File: config.mk
export PLATFORM = sky130hd
export DESIGN_NAME = vedic_mul_acc_flat
export DESIGN_NICKNAME = d
export VERILOG_FILES = /design/src/rtl/vedic_pkg.sv /design/src/rtl/vedic_mul_acc_if.sv /design/src/rtl/vedic_acc_add.sv /design/src/rtl/vedic_mul_acc.sv /design/src/flat_wrapper.sv
export SDC_FILE = /design/constraint.sdc
export NUM_CORES = 1
export LEC_CHECK = 0
export ABC_AREA = 1
export BUFFER_PORTS_ARGS = -buffer_cell sky130_fd_sc_hd__buf_2
export CAP_MARGIN = 20
export CORE_MARGIN = 2
export CORE_UTILIZATION = 50
export DETAILED_ROUTE_END_ITERATION = 16
export GPL_TIMING_DRIVEN = 0
export PLACE_DENSITY = 0.7
export SLEW_MARGIN = 0
export SYNTH_ARGS = -nofsm -noshare
export SYNTH_HDL_FRONTEND = slang
export SYNTH_SLANG_ARGS = --single-unit
File: constraint.sdc
create_clock -name clk -period 4.54 [get_ports clk]
set_clock_uncertainty 0.1 [all_clocks]
set_input_delay 0.227 -clock clk [delete_from_list [all_inputs] [get_ports clk]]
set_output_delay 0.227 -clock clk [all_outputs]
set_load 0.1 [all_outputs]
File: src/rtl/vedic_pkg.sv
// Shared definitions for the Vedic multiplier accumulation stage.
// Optional build macro used by this slice: VEDIC_ACC_SAT_EN (saturating accumulator).
package vedic_pkg;

  localparam int VEDIC_PROD_W = 64;
  localparam int VEDIC_ACC_W  = 72;
  localparam int VEDIC_CNT_W  = 8;

  typedef enum logic [1:0] {
    IDLE  = 2'd0,
    ACCUM = 2'd1,
    DONE  = 2'd2
  } vedic_acc_state_e;

  // The block takes products in every state except while a result is pending.
  function automatic logic vedic_accepts(input vedic_acc_state_e s);
    return (s != DONE);
  endfunction

endpackage

File: src/rtl/vedic_mul_acc_if.sv
// Product-in / result-out handshake bundle for vedic_mul_acc.
// slave : the accumulator's view; master : the producer/consumer view.
interface vedic_mul_acc_if #(
  parameter int PROD_W = 64,
  parameter int ACC_W  = 72,
  parameter int CNT_W  = 8
);

  logic              prod_valid;
  logic              prod_ready;
  logic [PROD_W-1:0] prod;
  logic              prod_last;

  logic              acc_valid;
  logic              acc_ready;
  logic [ACC_W-1:0]  acc;
  logic [CNT_W-1:0]  acc_count;
  logic              acc_ovf;

  modport slave (
    input  prod_valid, prod, prod_last, acc_ready,
    output prod_ready, acc_valid, acc, acc_count, acc_ovf
  );

  modport master (
    output prod_valid, prod, prod_last, acc_ready,
    input  prod_ready, acc_valid, acc, acc_count, acc_ovf
  );

endinterface

File: src/rtl/vedic_acc_add.sv
// Unsigned accumulator adder: acc + zero-extended product, with carry out.
// With VEDIC_ACC_SAT_EN defined the sum clamps to all-ones on carry out;
// otherwise it wraps modulo 2^ACC_W.
module vedic_acc_add
  import vedic_pkg::*;
#(
  parameter int PROD_W = VEDIC_PROD_W,
  parameter int ACC_W  = VEDIC_ACC_W
) (
  input  logic [ACC_W-1:0]  i_acc,
  input  logic [PROD_W-1:0] i_prod,
  output logic [ACC_W-1:0]  o_sum,
  output logic              o_carry
);

  logic [ACC_W:0] w_sum_full;

  assign w_sum_full = {1'b0, i_acc} + (ACC_W+1)'(i_prod);

  // Select wrapped or clamped sum and expose the carry at bit ACC_W.
  always_comb begin
    o_carry = w_sum_full[ACC_W];
`ifdef VEDIC_ACC_SAT_EN
    if (w_sum_full[ACC_W]) begin
      o_sum = {ACC_W{1'b1}};
    end else begin
      o_sum = w_sum_full[ACC_W-1:0];
    end
`else
    o_sum = w_sum_full[ACC_W-1:0];
`endif
  end

endmodule

File: src/rtl/vedic_mul_acc.sv
// Accumulation stage behind the 32x32 Vedic multiplier: sums a group of
// products (flagged by prod_last) and presents sum, count and overflow.
// Optional build macro: VEDIC_ACC_SAT_EN (saturating accumulator, see vedic_acc_add).
module vedic_mul_acc
  import vedic_pkg::*;
#(
  parameter int PROD_W = VEDIC_PROD_W,
  parameter int ACC_W  = VEDIC_ACC_W,
  parameter int CNT_W  = VEDIC_CNT_W
) (
  input  logic            clk,
  input  logic            rst_n,
  vedic_mul_acc_if.slave  bus
);

  vedic_acc_state_e r_state;
  vedic_acc_state_e w_state_nxt;

  logic [ACC_W-1:0] r_acc;
  logic [ACC_W-1:0] w_acc_nxt;
  logic [CNT_W-1:0] r_cnt;
  logic [CNT_W-1:0] w_cnt_nxt;
  logic             r_ovf;
  logic             w_ovf_nxt;
  logic             r_acc_valid;

  logic             w_prod_ready;
  logic             w_xfer;
  logic [ACC_W-1:0] w_sum;
  logic             w_carry;

  // ready is a pure decode of the registered state, never of prod_valid
  assign w_prod_ready = vedic_accepts(r_state);
  assign w_xfer       = bus.prod_valid & w_prod_ready;

  vedic_acc_add #(
    .PROD_W (PROD_W),
    .ACC_W  (ACC_W)
  ) u_add (
    .i_acc   (r_acc),
    .i_prod  (bus.prod),
    .o_sum   (w_sum),
    .o_carry (w_carry)
  );

  // Next-state and next-datapath decode for the group FSM.
  always_comb begin
    w_state_nxt = r_state;
    w_acc_nxt   = r_acc;
    w_cnt_nxt   = r_cnt;
    w_ovf_nxt   = r_ovf;
    case (r_state)
      IDLE: begin
        if (w_xfer) begin
          w_acc_nxt   = ACC_W'(bus.prod);
          w_cnt_nxt   = CNT_W'(1'b1);
          w_ovf_nxt   = 1'b0;
          w_state_nxt = bus.prod_last ? DONE : ACCUM;
        end else begin
          w_state_nxt = IDLE;
        end
      end
      ACCUM: begin
        if (w_xfer) begin
          w_acc_nxt = w_sum;
          if (r_cnt == {CNT_W{1'b1}}) begin
            w_cnt_nxt = r_cnt;
          end else begin
            w_cnt_nxt = r_cnt + CNT_W'(1'b1);
          end
          w_ovf_nxt   = r_ovf | w_carry;
          w_state_nxt = bus.prod_last ? DONE : ACCUM;
        end else begin
          w_state_nxt = ACCUM;
        end
      end
      DONE: begin
        if (bus.acc_ready) begin
          w_state_nxt = IDLE;
        end else begin
          w_state_nxt = DONE;
        end
      end
      default: begin
        w_state_nxt = IDLE;
      end
    endcase
  end

  // State and result registers; synchronous active-low reset drops any partial group.
  always_ff @(posedge clk) begin
    if (!rst_n) begin
      r_state     <= IDLE;
      r_acc       <= {ACC_W{1'b0}};
      r_cnt       <= {CNT_W{1'b0}};
      r_ovf       <= 1'b0;
      r_acc_valid <= 1'b0;
    end else begin
      r_state     <= w_state_nxt;
      r_acc       <= w_acc_nxt;
      r_cnt       <= w_cnt_nxt;
      r_ovf       <= w_ovf_nxt;
      r_acc_valid <= (w_state_nxt == DONE);
    end
  end

  assign bus.prod_ready = w_prod_ready;
  assign bus.acc_valid  = r_acc_valid;
  assign bus.acc        = r_acc;
  assign bus.acc_count  = r_cnt;
  assign bus.acc_ovf    = r_ovf;

endmodule

File: src/flat_wrapper.sv
// flat-port wrapper written by rule: the top's interface ports become plain ports
module vedic_mul_acc_flat import vedic_pkg::*;
#(
  parameter int PROD_W = VEDIC_PROD_W,
  parameter int ACC_W  = VEDIC_ACC_W,
  parameter int CNT_W  = VEDIC_CNT_W
)
  (clk, rst_n, bus_prod_valid, bus_prod, bus_prod_last, bus_acc_ready, bus_prod_ready, bus_acc_valid, bus_acc, bus_acc_count, bus_acc_ovf);
  vedic_mul_acc_if #(.PROD_W(PROD_W), .ACC_W(ACC_W), .CNT_W(CNT_W)) bus_i ();
  input  logic clk;
  input  logic rst_n;
  input wire logic [$bits(bus_i.prod_valid)-1:0] bus_prod_valid;
  input wire logic [$bits(bus_i.prod)-1:0] bus_prod;
  input wire logic [$bits(bus_i.prod_last)-1:0] bus_prod_last;
  input wire logic [$bits(bus_i.acc_ready)-1:0] bus_acc_ready;
  output wire logic [$bits(bus_i.prod_ready)-1:0] bus_prod_ready;
  output wire logic [$bits(bus_i.acc_valid)-1:0] bus_acc_valid;
  output wire logic [$bits(bus_i.acc)-1:0] bus_acc;
  output wire logic [$bits(bus_i.acc_count)-1:0] bus_acc_count;
  output wire logic [$bits(bus_i.acc_ovf)-1:0] bus_acc_ovf;
  assign bus_i.prod_valid = bus_prod_valid;
  assign bus_i.prod = bus_prod;
  assign bus_i.prod_last = bus_prod_last;
  assign bus_i.acc_ready = bus_acc_ready;
  assign bus_prod_ready = bus_i.prod_ready;
  assign bus_acc_valid = bus_i.acc_valid;
  assign bus_acc = bus_i.acc;
  assign bus_acc_count = bus_i.acc_count;
  assign bus_acc_ovf = bus_i.acc_ovf;
  vedic_mul_acc #(.PROD_W(PROD_W), .ACC_W(ACC_W), .CNT_W(CNT_W)) u_core (.clk(clk), .rst_n(rst_n), .bus(bus_i));
endmodule
==> flow_summary_export.csv <==
group,metric,value,unit
status,status,"complete, no violations",
sta,rsz0062_at_grt,"false",
critical_path,critical_path_class,"reg -> reg",
yosys,synth_nets,2061,
placement,dp_slack,1.86,ns
floorplan,die_width,146,µm
critical_path,worst_ep_required_time,4.67,ns
sta,tns,0,ns
detailed_routing,first_iter_violations,955,
run,drv_cap,0,
critical_path,cp_num_cells,15,
global_route,grt_start_max_net_pins,16,
layout,drive_gt1_frac,0.126,
placement,dp_hpwl,30.8,mm
placement,dp_cells,2341,
critical_path,cp_top_family,"simple AND/OR/NAND/NOR gates",
critical_path,reg2regPathDepth,15,
cts,insertion_delay,0.37,ns
yosys,synth_area_per_cell,5.24,µm²
sta,max_clock_freq,360,MHz
layout,antenna_cells,0,
sta,min_period_over_period,0.611,
cts,clk_path_buf_depth,2,
cts,cts_resized,0,
yosys,ys_ff_latch,84,
layout,fin_nets,2222,
sta,relSlewSlack,0.306,
detailed_routing,wl_per_cell,15.5,µm
layout,fin_cells,2357,
floorplan,die-area,21300,µm²
min_path,hold_class,"in -> reg",
floorplan,io-pin-count,152,
placement,io_buffers,150,
cts,tritoncts,"built",
yosys,synthArstFlopShare,0,
cts,post_cts_buffers,0,
layout,final_util,0.583,
critical_path,cp.buffers_inverters,2,
critical_path,slowest_delay,0.36,ns
global_route,grt_pass1_wl,56.1,mm
global_route,grt_pass1_vias,10500,
yosys,synth_edf_count,0,
sta,fin_ws,1.76,ns
yosys,ys_types,40,
yosys,synthesis.area,10100,µm²
placement,place_congestion,1.04,
sta,drv_slew,0,
floorplan,rows,51,
yosys,synth_seq_area_share,0.167,
sta,hold_viol_final,0,
detailed_routing,drtAntennaViolNets,0,
detailed_routing,post-route-drc-count,0,
floorplan,start_util,0.514,
global_route,grt_use_total,0.337,
yosys,synth_warnings,0,
floorplan,core-area,19700,µm²
critical_path,crit_fanout,4,
detailed_routing,via_per_inst,5.02,
detailed_routing,vias,11800,
global_route,globalRouteOverflowTotal,0,
power,power_density,268,nW/µm²
critical_path,cpMostUsedCell,"nand3_1",
cts,clkSlewWorstSetupHoldPaths,0.07,ns
critical_path,cp.arrival,2.91,ns
detailed_routing,totalWireLength,36.7,mm
power,p_leak,6.69,nW
layout,area_growth_syn_to_layout,13.5,%
cts,cts_buffers,9,
detailed_routing,drtPass1Iterations,5,
sta,layout_min_cycle_time,2.78,ns
critical_path,startpoint,"u_core.bus.acc[0]",
cts,htree_num_levels,3,
critical_path,cp_slowest_cell,"dfxtp_1",
sta,setup_viol,0,
min_path,min_from,"bus_prod_last",
power,fin_total_pwr,0.00307,W
critical_path,worst_r2r_startpoint,"u_core.bus.acc[0]",
cts,numClockSinks,84,
critical_path,path_cells,"ha_1, inv_1, fa_1, inv_1, nand3_1, nand2_2, nand2_1, nand2_2, nand3_1, nand3_1, nand2_1, nand3_1, nand3_1, nand2_1, a21oi_1",
critical_path,crit_path_end_kind,"flip-flop",
critical_path,critPathLaunchType,"flip-flop",
sta,tightest_slew,1.04,ns
yosys,ys.flop_type,"dfxtp_1",
yosys,syn-instance-count,1926,
min_path,hold_depth,2,
floorplan,die_y,146,µm
cts,hold_buffers,0,
cts,cts_root_buffer,"clkbuf_16",
global_route,antenna_found_initial,0,
power,peakVddDrop,178,µV
-- sequential cells by signal, indices dropped and copies added (netlist names) --
signal	count
u_core.bus.acc	72
u_core.bus.acc_count	8
u_core.r_state	2
u_core.bus.acc_ovf	1
u_core.bus.acc_valid	1
-- final cells by class --
cell class / instances / area [µm²]
clock inverter: 6 / 47.5
clock buffer: 10 / 229
timing repair buffer: 150 / 751
sequential: 84 / 1680
inverter: 375 / 1410
fill: 2210 / 8200
buffer: 37 / 149
multi-input combinational: 1430 / 6860
tap: 265 / 332
-- metrics by stage --
step / instance area, µm² / hold WS (ns)
finish: 11500 / 0.0114
detailed placement: 11200 / 0.355
floorplan: 10100 / 0.242
global placement: 11200 / 0.361
CTS: 11500 / 0.00129
global route: 11500 / 0.0192
-- metal layers --
layer,track usage,part of all wire,up-vias
li1,-,-,6145
met2,0.515,0.41,457
met3,0.0584,0.10,51
met4,0.0985,0.027,0
met5,0,0,-
met1,0.485,0.46,5177
-- power breakdown --
group	internal, W	switching (W)	leakage (nW)
registers	0.000787	0.0000403	0.690
logic	0.000369	0.00112	5.86
clock network	0.000379	0.000370	0.139
total	0.00153	0.00153	6.69
-- kinds of logic (layout without fill, tap and decap cells) --
| logic type | after synthesis | count (layout) | share of synthesized area |
|---|---|---|---|
| xor gates and xnor gates | 29 | 29 | 0.0252 |
| DFF | 84 | 84 | 0.167 |
| and+or+nand+nor | 1132 | 1132 | 0.464 |
| AOI/OAI and AO/OA | 203 | 203 | 0.107 |
| buffers and inverters | 412 | 578 | 0.154 |
| adders and majority gates | 66 | 66 | 0.0826 |
-- cell usage in the layout, fill, tap and decap left out, types with 3 or more instances in the layout --
master and instances:
o21ai_0 48, and2_1 3, nor3_2 7, inv_1 366, nor2_2 19, o21bai_1 3, nand3b_1 5, clkbuf_16 9
nand2_2 42, inv_2 5, nand3_1 85, buf_2 155, nand4_1 5, nor4_1 4, o21ai_1 3, a21oi_2 7
nand3_2 7, nor3_1 10, clkbuf_1 30, dfxtp_1 84, clkinv_1 4, a21oi_1 133, nor2_1 224, ha_1 65
nand2_1 716, xor2_1 29
-- final timing paths --
check | end | slack, ns
setup reg to reg | u_core.bus.acc[56] | 1.76
setup / recovery | u_core.bus.acc[56] | 1.76
hold / removal | u_core.r_state[0] | 0.01
hold reg to reg | u_core.bus.acc_ovf | 0.39
-- Yosys cell counts, types with 2 or more instances --
master	number	area [µm²]
a21oi_2	7	61.3
a31oi_1	2	12.5
buf_2	5	25.0
ha_1	65	813
clkbuf_1	29	109
nor2_2	19	119
a21oi_1	133	666
o21bai_1	3	22.5
o211ai_1	2	15.0
and2_1	3	18.8
o21ai_0	48	240
nor3_2	7	70.1
inv_2	5	18.8
nand4_1	5	31.3
nand3_1	85	425
nand3b_1	5	37.5
dfxtp_1	84	1680
nor3_1	10	50.1
nand3_2	7	70.1
nor4_1	4	25.0
nor2_1	224	841
nand2_2	42	263
buf_1	2	7.51
xor2_1	29	254
o21ai_1	3	15.0
clkinv_1	4	15.0
inv_1	366	1370
nand2_1	716	2690
(Power assumes the default switching activity.)
